--- src/rtl/ram_stream_reader_pkg.sv ---
// Shared definitions for the line/frame buffer RAM and its stream reader.
package etrange_ram_pkg;
   localparam int unsigned RAM_ADDR_SIZE = 6;
   localparam int unsigned RAM_DATA_SIZE = 32;

   typedef enum logic [1:0] {IDLE, RUN, DONE} rd_state_t;
endpackage

--- src/rtl/ram_stream_reader_if.sv ---
// Stream output and RAM read port of the stream reader.
interface ram_stream_reader_if import etrange_ram_pkg::*; #(
   parameter int unsigned ADDR_SIZE = RAM_ADDR_SIZE,
   parameter int unsigned DATA_SIZE = RAM_DATA_SIZE
);
   logic [DATA_SIZE-1:0] out_data;
   logic                 out_valid;
   logic                 out_ready;
   logic [ADDR_SIZE-1:0] ram_addr;
   logic [DATA_SIZE-1:0] ram_data;

   modport master (output out_data, out_valid, ram_addr, input out_ready, ram_data);
   modport slave  (input out_data, out_valid, ram_addr, output out_ready, ram_data);
endinterface

--- src/rtl/ram_stream_reader_fifo2.sv ---
// Two-entry synchronous FIFO; flush empties it and takes priority over push/pop.
module fifo2 #(
   parameter int unsigned WIDTH = 32
) (
   input  logic             clk,
   input  logic             nrst,
   input  logic             push,
   input  logic             pop,
   input  logic             flush,
   input  logic [WIDTH-1:0] din,
   output logic [WIDTH-1:0] dout,
   output logic [1:0]       count
);
   logic [WIDTH-1:0] mem [2];
   logic             wr_idx;
   logic             rd_idx;
   logic             do_push;
   logic             do_pop;

   assign do_pop  = pop && (count != 2'd0);
   assign do_push = push && ((count != 2'd2) || do_pop);
   assign dout    = mem[rd_idx];

   always_ff @(posedge clk or negedge nrst) begin
      if (!nrst) begin
         for (int unsigned i = 0; i < 2; i++) mem[i] <= '0;
         wr_idx <= 1'b0;
         rd_idx <= 1'b0;
         count  <= 2'd0;
      end else if (flush) begin
         wr_idx <= 1'b0;
         rd_idx <= 1'b0;
         count  <= 2'd0;
      end else begin
         if (do_push) begin
            mem[wr_idx] <= din;
            wr_idx      <= ~wr_idx;
         end
         if (do_pop) rd_idx <= ~rd_idx;
         count <= count + 2'(do_push) - 2'(do_pop);
      end
   end
endmodule

--- src/rtl/ram_stream_reader.sv ---
// Burst reader: turns (base_addr, length) into a valid/ready stream from RAM port B,
// hiding the 1-cycle read latency with a 2-entry FIFO and credit-based issue.
module ram_stream_reader import etrange_ram_pkg::*; #(
   parameter int unsigned ADDR_SIZE = RAM_ADDR_SIZE,
   parameter int unsigned DATA_SIZE = RAM_DATA_SIZE,
   parameter int unsigned LEN_SIZE  = ADDR_SIZE + 1
) (
   input  logic                 clk,
   input  logic                 nrst,
   input  logic                 start,
   input  logic                 abort,
   input  logic [ADDR_SIZE-1:0] base_addr,
   input  logic [LEN_SIZE-1:0]  length,
   output logic                 busy,
   output logic                 done,
   ram_stream_reader_if.master  bus
);
   rd_state_t            state;
   logic [ADDR_SIZE-1:0] rd_ptr;
   logic [LEN_SIZE-1:0]  issue_cnt;
   logic [LEN_SIZE-1:0]  rem_cnt;
   logic                 inflight;
   logic [1:0]           fifo_cnt;
   logic [DATA_SIZE-1:0] fifo_dout;
   logic                 pop;
   logic                 issue;
   logic                 flush;
   logic [2:0]           occ;

   assign pop   = bus.out_valid && bus.out_ready;
   assign flush = abort && (state != IDLE);
   // Credit: words held plus the read in flight, minus this cycle's pop, must stay below 2.
   assign occ   = 3'(fifo_cnt) + 3'(inflight);
   assign issue = (state == RUN) && !abort && (issue_cnt != '0) && (occ < (3'd2 + 3'(pop)));

   assign busy          = (state != IDLE);
   assign bus.ram_addr  = rd_ptr;
   assign bus.out_data  = fifo_dout;
   assign bus.out_valid = (fifo_cnt != 2'd0);

   fifo2 #(.WIDTH(DATA_SIZE)) u_fifo (
      .clk   (clk),
      .nrst  (nrst),
      .push  (inflight),
      .pop   (pop),
      .flush (flush),
      .din   (bus.ram_data),
      .dout  (fifo_dout),
      .count (fifo_cnt)
   );

   always_ff @(posedge clk or negedge nrst) begin
      if (!nrst) begin
         state     <= IDLE;
         rd_ptr    <= '0;
         issue_cnt <= '0;
         rem_cnt   <= '0;
         inflight  <= 1'b0;
         done      <= 1'b0;
      end else begin
         done     <= 1'b0;
         inflight <= issue;
         if (issue) begin
            rd_ptr    <= rd_ptr + ADDR_SIZE'(1);
            issue_cnt <= issue_cnt - LEN_SIZE'(1);
         end
         unique case (state)
            IDLE: begin
               if (start) begin
                  if (length != '0) begin
                     state     <= RUN;
                     rd_ptr    <= base_addr;
                     issue_cnt <= length;
                     rem_cnt   <= length;
                  end else begin
                     state <= DONE;
                     done  <= 1'b1;
                  end
               end
            end
            RUN: begin
               if (abort) begin
                  state <= IDLE;
               end else if (pop) begin
                  rem_cnt <= rem_cnt - LEN_SIZE'(1);
                  if (rem_cnt == LEN_SIZE'(1)) begin
                     state <= DONE;
                     done  <= 1'b1;
                  end
               end
            end
            DONE:    state <= IDLE;
            default: state <= IDLE;
         endcase
      end
   end
endmodule

--- src/flat_wrapper.sv ---
// flat-port wrapper written by rule: the top's interface ports become plain ports
module ram_stream_reader_flat import etrange_ram_pkg::*;
#(
   parameter int unsigned ADDR_SIZE = RAM_ADDR_SIZE,
   parameter int unsigned DATA_SIZE = RAM_DATA_SIZE,
   parameter int unsigned LEN_SIZE  = ADDR_SIZE + 1
)
  (clk, nrst, start, abort, base_addr, length, busy, done, bus_out_data, bus_out_valid, bus_ram_addr, bus_out_ready, bus_ram_data);
  ram_stream_reader_if #(.ADDR_SIZE(ADDR_SIZE), .DATA_SIZE(DATA_SIZE)) bus_i ();
  input  logic clk;
  input  logic nrst;
  input  logic start;
  input  logic abort;
  input  logic [ADDR_SIZE-1:0] base_addr;
  input  logic [LEN_SIZE-1:0] length;
  output logic busy;
  output logic done;
  output wire logic [$bits(bus_i.out_data)-1:0] bus_out_data;
  output wire logic [$bits(bus_i.out_valid)-1:0] bus_out_valid;
  output wire logic [$bits(bus_i.ram_addr)-1:0] bus_ram_addr;
  input wire logic [$bits(bus_i.out_ready)-1:0] bus_out_ready;
  input wire logic [$bits(bus_i.ram_data)-1:0] bus_ram_data;
  assign bus_out_data = bus_i.out_data;
  assign bus_out_valid = bus_i.out_valid;
  assign bus_ram_addr = bus_i.ram_addr;
  assign bus_i.out_ready = bus_out_ready;
  assign bus_i.ram_data = bus_ram_data;
  ram_stream_reader #(.ADDR_SIZE(ADDR_SIZE), .DATA_SIZE(DATA_SIZE), .LEN_SIZE(LEN_SIZE)) u_core (.clk(clk), .nrst(nrst), .start(start), .abort(abort), .base_addr(base_addr), .length(length), .busy(busy), .done(done), .bus(bus_i));
endmodule
--- config.mk ---
export PLATFORM = sky130hd
export DESIGN_NAME = ram_stream_reader_flat
export DESIGN_NICKNAME = d
export VERILOG_FILES = /design/src/rtl/ram_stream_reader_pkg.sv /design/src/rtl/ram_stream_reader_if.sv /design/src/rtl/ram_stream_reader_fifo2.sv /design/src/rtl/ram_stream_reader.sv /design/src/flat_wrapper.sv
export SDC_FILE = /design/constraint.sdc
export NUM_CORES = 1
export LEC_CHECK = 0
export BUFFER_PORTS_ARGS = -buffer_cell sky130_fd_sc_hd__buf_2
export CORE_ASPECT_RATIO = 1.2
export CORE_MARGIN = 2
export CORE_UTILIZATION = 35
export CTS_CLUSTER_SIZE = 28
export DETAILED_ROUTE_END_ITERATION = 8
export MAX_ROUTING_LAYER = met4
export PLACE_DENSITY_LB_ADDON = 0.08
export SYNTH_ARGS = -nofsm -noshare
export SYNTH_HDL_FRONTEND = slang
export SYNTH_SLANG_ARGS = --single-unit
export TNS_END_PERCENT = 20
--- constraint.sdc ---
create_clock -name clk -period 2.9 [get_ports clk]
set_clock_uncertainty 0.05 [all_clocks]
set_input_delay 0.145 -clock clk [delete_from_list [all_inputs] [get_ports clk]]
set_output_delay 0.145 -clock clk [all_outputs]
set_load 0.01 [all_outputs]
==> flow_metrics.tcl, run 1 <==
set metrics [dict create \
    maxSlewHeadroom_pct 52.4 \
    setup_viol 0 \
    hp-class "in2reg" \
    hold_viol 0 \
    grt_max_degree 56 \
    die_w_um 107 \
    synth_mux_area_share_pct 24.5 \
    cts_buffers 9 \
    worst-path-buf-inv 0 \
    synth_edf_count 0 \
    antenna_cells 0 \
    synthAdderAreaFrac_pct 2.53 \
    tightest_slew_ns 0.714 \
    ys.warnings.count 0 \
    first_iter_violations 94 \
    die_h_um 128 \
    io_buffers 90 \
    worst_ir_drop_vdd_mv 0.299 \
    dp_hpwl_um 6770 \
    grt_overflow 0 \
    drc 0 \
    start_util_pct 35.5 \
    rows 45 \
    drv_slew 0 \
    crit_path_end_kind "flip-flop" \
    power.density_nw_per_um2 985 \
    drt_wl_total_um 9730 \
    setup_tns_ns 0 \
    multi_input_area_um2 2020 \
    worstPathRequired_ns 3.06 \
    vias 3111 \
    power.leakage_nw 2.61 \
    final_cell_mix "dfrtp_1, buf_2, mux2_2, dlygate4sd3_1, mux2_1" \
    max_freq_mhz 470 \
    worst-setup-path-type "reg2reg" \
    outcome "completed" \
    cp_top_family "simple AND/OR/NAND/NOR gates" \
    clk_pin_slew_ns 0.06 \
    cp_common_cell "ha_1" \
    syn-num-nets 413 \
    synth_top_family_by_area "multiplexers" \
    ant_nets 0 \
    final-seq-area_um2 2300 \
    synth_xor_area_share_pct 1.97 \
    cp_num_cells 6 \
    holdWs_ns 0.0236 \
    finalNetCount 542 \
    ys_seq_area_share_pct 51.7 \
    worstPathCellList "ha_1, ha_1, nor3_4, nand4_2, and3_1, or3_1" \
    wl_per_cell_um 14.9 \
    ff2ff_setup_slack_ns 0.77 \
    syn_area_um2 4460 \
    cp.arrival_ns 2.29 \
    avgSynthCellArea_um2 12.6 \
    min_path_cells 2 \
    ys.flop_type "dfrtp_1" \
    cts_num_sinks 92 \
    core_area_um2 12600 \
    place_congestion 0.770 \
    worstSetupStartpointType "flip-flop" \
    total_power_mw 5.64 \
    min_period_ns 2.13 \
    io_pins 91 \
    first_global_vias 3260 \
    cpPeakStageDelay_ns 0.44 \
    clkLatencyLatePin_ns 0.33 \
    finalCritPeriodShare_pct 73.3 \
    layout_commonest_cell "dfrtp_1" \
    maxCapViolCount 0 \
    yosysUniqueCellTypes 51 \
    hold_end "u_core.u_fifo.mem[32]$_DFFE_PN0P_" \
    synth-seq-cells 92 \
    clock_path_buffers 2 \
    rsz0062_at_grt "false" \
    r2r-start "u_core.u_fifo.count[0]$_DFF_PN0_" \
    synth_compound_area_share_pct 6.40 \
    clock-root-buffer "clkbuf_16" \
    worstReg2RegEnd "u_core.issue_cnt[4]$_DFF_PN0_" \
    htree_levels 3 \
    cp_max_fo 6 \
    reg2regPathDepth 6 \
    async_flop_share_pct 100 \
    synth_cells 354 \
    drive_gt1_share_pct 40.0 \
    fill_cells 1197 \
    routed_via_density 4.77 \
    crit_slowest_cell "dfrtp_1" \
    dr.pass1.iters 4 \
    dieArea_um2 13700 \
    synth-simple-area-share_pct 9.97 \
    area_growth_pct 28.4 \
    track_usage_pct 15.6 \
    cts_tree "yes" \
    hp-start "bus_ram_data[0]" \
    grt_pass1_wl_um 16100 \
    antenna_found_initial 0 \
]
## registers in the layout, indices dropped and copies added (netlist names)
| name | flops |
|---|---|
| u_core.bus.ram_addr | 6 |
| u_core.done | 1 |
| u_core.inflight | 1 |
| u_core.issue_cnt | 7 |
| u_core.rem_cnt | 7 |
| u_core.state | 2 |
| u_core.u_fifo.count | 2 |
| u_core.u_fifo.mem | 64 |
| u_core.u_fifo.rd_idx | 1 |
| u_core.u_fifo.wr_idx | 1 |
## kinds of logic after synthesis
family / after synthesis
flip-flops: 92
buffers and inverters: 26
adder cells (fa/ha/maj): 9
AND/OR/NAND/NOR: 78
XOR/XNOR: 10
multiplexers: 97
AO/OA/AOI/OAI: 42
## how the worst max path moves through the flow
stage / startpoint / end / slack (ns)
6_report: u_core.u_fifo.count[0]$_DFF_PN0_ / u_core.issue_cnt[4]$_DFF_PN0_ / 0.77
5_1_grt: u_core.u_fifo.count[0]$_DFF_PN0_ / u_core.issue_cnt[4]$_DFF_PN0_ / 0.68
3_3_place_gp: u_core.u_fifo.count[0]$_DFF_PN0_ / u_core.issue_cnt[4]$_DFF_PN0_ / 0.84
4_1_cts: u_core.u_fifo.count[0]$_DFF_PN0_ / u_core.issue_cnt[4]$_DFF_PN0_ / 0.76
2_1_floorplan: u_core.u_fifo.count[0]$_DFF_PN0_ / u_core.issue_cnt[4]$_DFF_PN0_ / 0.92
3_5_place_dp: u_core.u_fifo.count[0]$_DFF_PN0_ / u_core.issue_cnt[4]$_DFF_PN0_ / 0.76
## power by group
part           internal, mW  switching, mW  leakage, nW  total, mW
Combinational          1.25           1.09         1.36       2.34
Sequential             1.87          0.355         1.13       2.23
Clock                 0.579          0.491        0.124       1.07
Total                  3.70           1.94         2.61       5.64
## worst reg2reg max path, cell delays in order, from the launching register on
cell	delay (ns)
dfrtp_1	0.44
ha_1	0.23
ha_1	0.22
nor3_4	0.33
nand4_2	0.17
and3_1	0.20
or3_1	0.36
## stage by stage
stage | area, µm² | util, % | worst slack, ns | cells
after global placement | 5090 | 40.5 | 0.838 | 600
after global routing | 5720 | 45.6 | 0.678 | 652
final | 5720 | 45.6 | 0.774 | 652
after floorplan | 4460 | - | 0.922 | 354
after CTS | 5720 | 45.6 | 0.759 | 652
after detailed placement | 5090 | 40.5 | 0.761 | 600
## routing by layer
metal	global-route usage [%]	vias up	part of all wire, %
met3	3.01	7	3.4
met1	18.7	1531	45
li1	-	1521	-
met2	26.1	52	50
met5	-	-	0
met4	5.50	0	1.2
## layout make-up
cell class | count | share of cell area [%]
flip-flops and latches | 92 | 40.2
clock buffers | 10 | 4.00
multi-input cells | 236 | 35.3
well taps | 164 | 3.59
clock inverters | 6 | 0.722
repair buffers | 134 | 15.5
inverters | 10 | 0.656
## synth_stat cells, drive strengths merged (3+ instances only)
cell type | n | area share (%)
a21oi | 6 | 0.67
mux2 | 96 | 24
a22o | 3 | 0.59
xnor2 | 6 | 1.2
nand3 | 8 | 1.0
or2 | 3 | 0.42
clkbuf | 5 | 0.42
or3 | 4 | 0.56
nand2b | 3 | 0.59
nand2 | 16 | 1.3
xor2 | 4 | 0.79
nor2 | 17 | 1.4
nor2b | 3 | 0.42
nor3b | 3 | 0.51
ha | 9 | 2.5
buf | 11 | 1.7
dfrtp | 92 | 52
o21ai | 21 | 2.6
nor3 | 9 | 1.6
nand4 | 4 | 0.70
inv | 10 | 0.84
## timing repair
action | CTS | global route
gates resized for setup | 0 | 0
hold buffers | 36 | 0
buffers inserted | 0 | 0
endpoints found under the hold margin | 110 | 0
Note: power is estimated with default switching activity, not from simulation.
==> inputs of run 2 (changes only) <==
==> constraint.sdc (replaced) <==
create_clock -name clk -period 1.8 [get_ports clk]
set_clock_uncertainty 0.05 [all_clocks]
set_input_delay 0.09 -clock clk [delete_from_list [all_inputs] [get_ports clk]]
set_output_delay 0.09 -clock clk [all_outputs]
set_load 0.01 [all_outputs]
==> run 2 against run 1 <==
Flip-flop and latch count stayed put. Via count is 8.3% higher. Largest cell class unchanged. Clock power is 89% higher. The run now ends with setup timing left. Highest routed layer unchanged.
==> flow_metrics.tcl, run 2 (synthesis results as in run 1) <==
set metrics [dict create \
    cts_num_sinks 92 \
    clkLatencyLatePin_ns 0.33 \
    area_growth_pct 43.1 \
    ant_nets 0 \
    largestRegisters "u_core.u_fifo.mem x64, u_core.issue_cnt x7, u_core.rem_cnt x7" \
    ff2ff_setup_slack_ns -0.05 \
    rows 45 \
    crit_path_end_kind "flip-flop" \
    holdWs_ns 0.0315 \
    vias 3369 \
    maxCapViolCount 0 \
    track_usage_pct 16.0 \
    drv_slew 0 \
    dr.pass1.iters 4 \
    setup_slack_ns -0.0455 \
    final_cell_mix "dfrtp_1, buf_2, mux2_2, dlygate4sd3_1, buf_4" \
    top_register "u_core.u_fifo.mem" \
    worstSetupStartpointType "flip-flop" \
    setup_viol 24 \
    die_h_um 128 \
    routed_via_density 4.81 \
    crit_path_end "u_core.u_fifo.mem[60]$_DFFE_PN0P_" \
    fin_area_um2 6380 \
    grt_overflow 0 \
    worst-path-buf-inv 4 \
    cp_num_cells 7 \
    dp_hpwl_um 6990 \
    rsz0062_at_grt "true" \
    antenna_found_initial 0 \
    multi_input_area_um2 2160 \
    wl_per_cell_um 14.8 \
    post-place-ws_ns -0.0939 \
    maxSlewHeadroom_pct 71.0 \
    reg2regPathDepth 7 \
    grt_pass1_wl_um 16700 \
    worst_ir_drop_vdd_mv 0.549 \
    crit_slowest_cell "dfrtp_1" \
    finalCritPeriodShare_pct 103 \
    r2r-start "u_core.u_fifo.count[0]$_DFF_PN0_" \
    setup.worst_path.start "u_core.u_fifo.count[0]$_DFF_PN0_" \
    die_w_um 107 \
    grt_max_degree 45 \
    cts_buffers 9 \
    worst-setup-path-type "reg2reg" \
    antenna_cells 0 \
    drive_gt1_share_pct 47.6 \
    cp_top_family "buffers and inverters" \
    outcome "finished with violations" \
    cp.arrival_ns 2.02 \
    final-seq-area_um2 2300 \
    dieArea_um2 13700 \
    place_congestion 0.743 \
    core_area_um2 12600 \
    largest_register_ffs 64 \
    worstPathRequired_ns 1.97 \
    clock_path_buffers 2 \
    layout_commonest_cell "dfrtp_1" \
    drt_wl_total_um 10400 \
    place_area_um2 5380 \
    cts_tree "yes" \
    first_iter_violations 44 \
    start_util_pct 35.5 \
    failed_checks "setup timing" \
    setup_tns_ns -0.744 \
    clk_pin_slew_ns 0.06 \
    io_pins 91 \
    worstReg2RegEnd "u_core.u_fifo.mem[60]$_DFFE_PN0P_" \
    power.leakage_nw 2.95 \
    clock-root-buffer "clkbuf_16" \
    fill_cells 1121 \
    power.density_nw_per_um2 1580 \
    tightest_slew_ns 0.433 \
    worstPathCellList "buf_4, o31ai_4, buf_4, nor3_4, buf_4, clkbuf_16, mux2_2" \
    cpPeakStageDelay_ns 0.40 \
    cp_max_fo 15 \
    first_global_vias 3490 \
    drc 0 \
    max_freq_mhz 542 \
    io_buffers 90 \
    hold_viol 0 \
    min_period_ns 1.85 \
    cp_common_cell "buf_4" \
    hp-class "in2reg" \
    htree_levels 3 \
    finalNetCount 590 \
]
## run 2: cell count changes in the layout (fill, tap and decap cells not counted), moves of 3 or more
cell	before	now
buf_4	8	40
dlygate4sd3_1	36	45
ha_1	9	6
mux2_2	69	66
mux2_4	0	8
mux2_1	27	22
buf_12	1	4
## run 2: worst reg2reg max path, stage by stage, from the launching register on
cell       delay (ns)
dfrtp_1          0.40
buf_4            0.16
o31ai_4          0.28
buf_4            0.18
nor3_4           0.04
buf_4            0.16
clkbuf_16        0.18
mux2_2           0.28
## run 2: power by group
| part | internal, mW | total (mW) | switching (mW) |
|---|---|---|---|
| combinational | 2.52 | 4.47 | 1.95 |
| clock | 1.25 | 2.02 | 0.762 |
| sequential | 3.02 | 3.61 | 0.587 |
| total | 6.80 | 10.1 | 3.30 |
## run 2: worst min-delay path by stage
| stage | start | to | slack, ns | cells after the start |
|---|---|---|---|---|
| floorplan | nrst | u_core.bus.ram_addr[0]$_DFF_PN0_ | -0.26 | 0 |
| global placement | nrst | u_core.u_fifo.mem[19]$_DFFE_PN0P_ | -0.04 | 1 |
| detailed placement | nrst | u_core.u_fifo.mem[19]$_DFFE_PN0P_ | -0.04 | 1 |
| CTS | length[2] | u_core.rem_cnt[2]$_DFFE_PN0P_ | 0.02 | 3 |
| global route | length[4] | u_core.rem_cnt[4]$_DFFE_PN0P_ | 0.07 | 3 |
| finish | length[2] | u_core.rem_cnt[2]$_DFFE_PN0P_ | 0.03 | 3 |
## run 2: cell type report
class | count | share of cell area (%)
inverters | 10 | 0.589
well taps | 164 | 3.22
clock buffers | 12 | 3.87
clock inverters | 4 | 1.14
multi-input cells | 236 | 33.9
flip-flops and latches | 92 | 36.1
repair buffers | 182 | 21.2
## run 2: layer usage
| layer | up-vias | track usage (%) | part of all wire [%] | wire length [µm] |
|---|---|---|---|---|
| li1 | 1625 | - | - | - |
| met1 | 1676 | 18.9 | 44 | 4560 |
| met2 | 58 | 27.8 | 52 | 5380 |
| met3 | 10 | 2.04 | 2.8 | 288 |
| met4 | 0 | 5.73 | 1.5 | 161 |
| met5 | - | - | 0 | 0 |
## run 2: repair_timing
item                                    4_1_cts  5_1_grt
gates cloned                                  0        2
gates resized for setup                       3       30
setup buffers                                 1        5
pin swaps                                     1        8
hold buffers                                 45        0
endpoints found under the setup margin       73       82
hold endpoints to repair                    143        0
## run 2: through the flow
step | utilization, % | total power, mW | instances
final | 50.8 | 10.1 | 700
after global routing | 50.8 | 10.8 | 700
after CTS | 49.1 | 9.89 | 693
after detailed placement | 42.8 | 7.74 | 631
after global placement | 42.8 | 7.64 | 631
after floorplan | - | 6.19 | 354
==> inputs of run 3 (changes only) <==
--- a/config.mk
+++ b/config.mk
@@ -13,6 +13,7 @@
 export DETAILED_ROUTE_END_ITERATION = 8
 export MAX_ROUTING_LAYER = met4
 export PLACE_DENSITY_LB_ADDON = 0.08
+export SKIP_LAST_GASP = 1
 export SYNTH_ARGS = -nofsm -noshare
 export SYNTH_HDL_FRONTEND = slang
 export SYNTH_SLANG_ARGS = --single-unit
==> run 3 against run 2 <==
The flow still finishes with violations (setup timing). Combinational power decreased by 2%. Routed wire length decreased by 0.64%. Clock power barely moved. Power is 1.0% lower. Cell count is the same. Sequential share of layout area grew 0.26 points. Sequential power about the same. Die area stayed put. Via count down 0.47%. Largest power group unchanged.
==> flow_metrics.tcl, run 3 (synthesis results as in run 1) <==
set metrics [dict create \
    outcome "finished with violations" \
    failed_checks "setup timing" \
    track_usage_pct 16.0 \
    htree_levels 3 \
    core_area_um2 12600 \
    drive_gt1_share_pct 46.1 \
    finalCritPeriodShare_pct 101 \
    fill_cells 1127 \
    maxSlewHeadroom_pct 71.0 \
    antenna_found_initial 0 \
    worst_ir_drop_vdd_mv 0.543 \
    ant_nets 0 \
    setup_slack_ns -0.0233 \
    cpPeakStageDelay_ns 0.44 \
    power.density_nw_per_um2 1580 \
    die_h_um 128 \
    min_period_ns 1.82 \
    dr.pass1.iters 4 \
    drt_wl_total_um 10300 \
    drv_slew 0 \
    grt_overflow 0 \
    first_iter_violations 64 \
    largest_register_ffs 64 \
    dieArea_um2 13700 \
    cp_top_family "buffers and inverters" \
    hp-class "in2reg" \
    rows 45 \
    grt_pass1_wl_um 16700 \
    worst-path-buf-inv 4 \
    first_global_vias 3490 \
    worstPathRequired_ns 1.97 \
    clk_pin_slew_ns 0.06 \
    drc 0 \
    cp_max_fo 15 \
    final-seq-area_um2 2300 \
    dp_hpwl_um 6990 \
    cp_common_cell "buf_4" \
    setup_tns_ns -0.259 \
    cts_buffers 9 \
    worst-setup-path-type "reg2reg" \
    layout_commonest_cell "dfrtp_1" \
    rsz0062_at_grt "true" \
    maxCapViolCount 0 \
    multi_input_area_um2 2120 \
    clkLatencyLatePin_ns 0.33 \
    setup_viol 15 \
    grt_max_degree 45 \
    cts_tree "yes" \
    io_buffers 90 \
    die_w_um 107 \
    wl_per_cell_um 14.7 \
    worstPathCellList "inv_1, o31ai_4, buf_4, nor3_4, buf_4, clkbuf_16, mux2_2" \
    top_register "u_core.u_fifo.mem" \
    worstSetupStartpointType "flip-flop" \
    cts_num_sinks 92 \
    post-place-ws_ns -0.0939 \
    crit_slowest_cell "dfrtp_2" \
    start_util_pct 35.5 \
    antenna_cells 0 \
    routed_via_density 4.79 \
    area_growth_pct 42.1 \
    vias 3353 \
    clock_path_buffers 2 \
    crit_path_end_kind "flip-flop" \
    clock-root-buffer "clkbuf_16" \
    place_congestion 0.743 \
    io_pins 91 \
    finalNetCount 590 \
    tightest_slew_ns 0.433 \
    max_freq_mhz 548 \
    hold_viol 0 \
    holdWs_ns 0.0323 \
    largestRegisters "u_core.u_fifo.mem x64, u_core.issue_cnt x7, u_core.rem_cnt x7" \
    cp.arrival_ns 1.99 \
    power.leakage_nw 2.91 \
    final_cell_mix "dfrtp_1, buf_2, mux2_2, dlygate4sd3_1, buf_4" \
]
-- run 3: cell counts in the layout (fill, tap and decap cells not counted) --
No cell type changed its count.
-- run 3: path summary, 6_finish.rpt --
kind                       slack, ns  cells past startpoint                         startpoint                                 to
max reg2reg                    -0.02                      7   u_core.u_fifo.count[1]$_DFF_PN0_  u_core.u_fifo.mem[60]$_DFFE_PN0P_
min in group asynchronous       0.14                      2                               nrst  u_core.u_fifo.mem[19]$_DFFE_PN0P_
min                             0.03                      3                          length[2]      u_core.rem_cnt[2]$_DFFE_PN0P_
max in group asynchronous       0.91                      3                               nrst      u_core.issue_cnt[0]$_DFF_PN0_
min reg2reg                     0.44                      1  u_core.u_fifo.mem[29]$_DFFE_PN0P_  u_core.u_fifo.mem[29]$_DFFE_PN0P_
max                            -0.02                      7   u_core.u_fifo.count[1]$_DFF_PN0_  u_core.u_fifo.mem[60]$_DFFE_PN0P_
-- run 3: per-layer routing --
metal,track usage [%],routed length (µm),part of all wire [%],vias to the layer above
met5,-,0,0,-
met4,5.73,161,1.6,0
met3,2.04,272,2.6,10
met2,27.8,5330,52,56
met1,18.9,4560,44,1665
li1,-,-,-,1622
-- run 3: final cells by class --
class,count,area share [%]
multi-input combinational,236,33.4
timing repair buffer,182,21.3
sequential,92,36.4
tap,164,3.24
clock buffer,12,3.89
inverter,10,0.593
clock inverter,4,1.15
-- run 3: through the flow --
step | util, % | area [µm²] | instances | power (mW)
global route | 50.4 | 6330 | 700 | 10.7
finish | 50.4 | 6330 | 700 | 9.99
floorplan | - | 4470 | 354 | 6.19
global placement | 42.8 | 5380 | 631 | 7.64
detailed placement | 42.8 | 5380 | 631 | 7.74
CTS | 49.1 | 6160 | 693 | 9.89
-- run 3: what timing repair did --
item                                   4_1_cts  5_1_grt
gates resized for setup                      3       17
gates cloned                                 0        2
buffers inserted                             1        5
endpoints found under the hold margin      143        0
setup endpoints to repair                   73       82
hold buffers                                45        0
pin swaps                                    1        7
-- run 3: worst reg2reg max path, stage by stage (launching register included) --
cell,delay (ns)
dfrtp_2,0.44
inv_1,0.12
o31ai_4,0.10
buf_4,0.15
nor3_4,0.16
buf_4,0.16
clkbuf_16,0.18
mux2_2,0.35
-- run 3: power by group --
part	leakage (nW)	switching, mW	internal (mW)
Sequential	1.13	0.581	3.02
Combinational	1.63	1.93	2.44
Clock	0.153	0.762	1.25
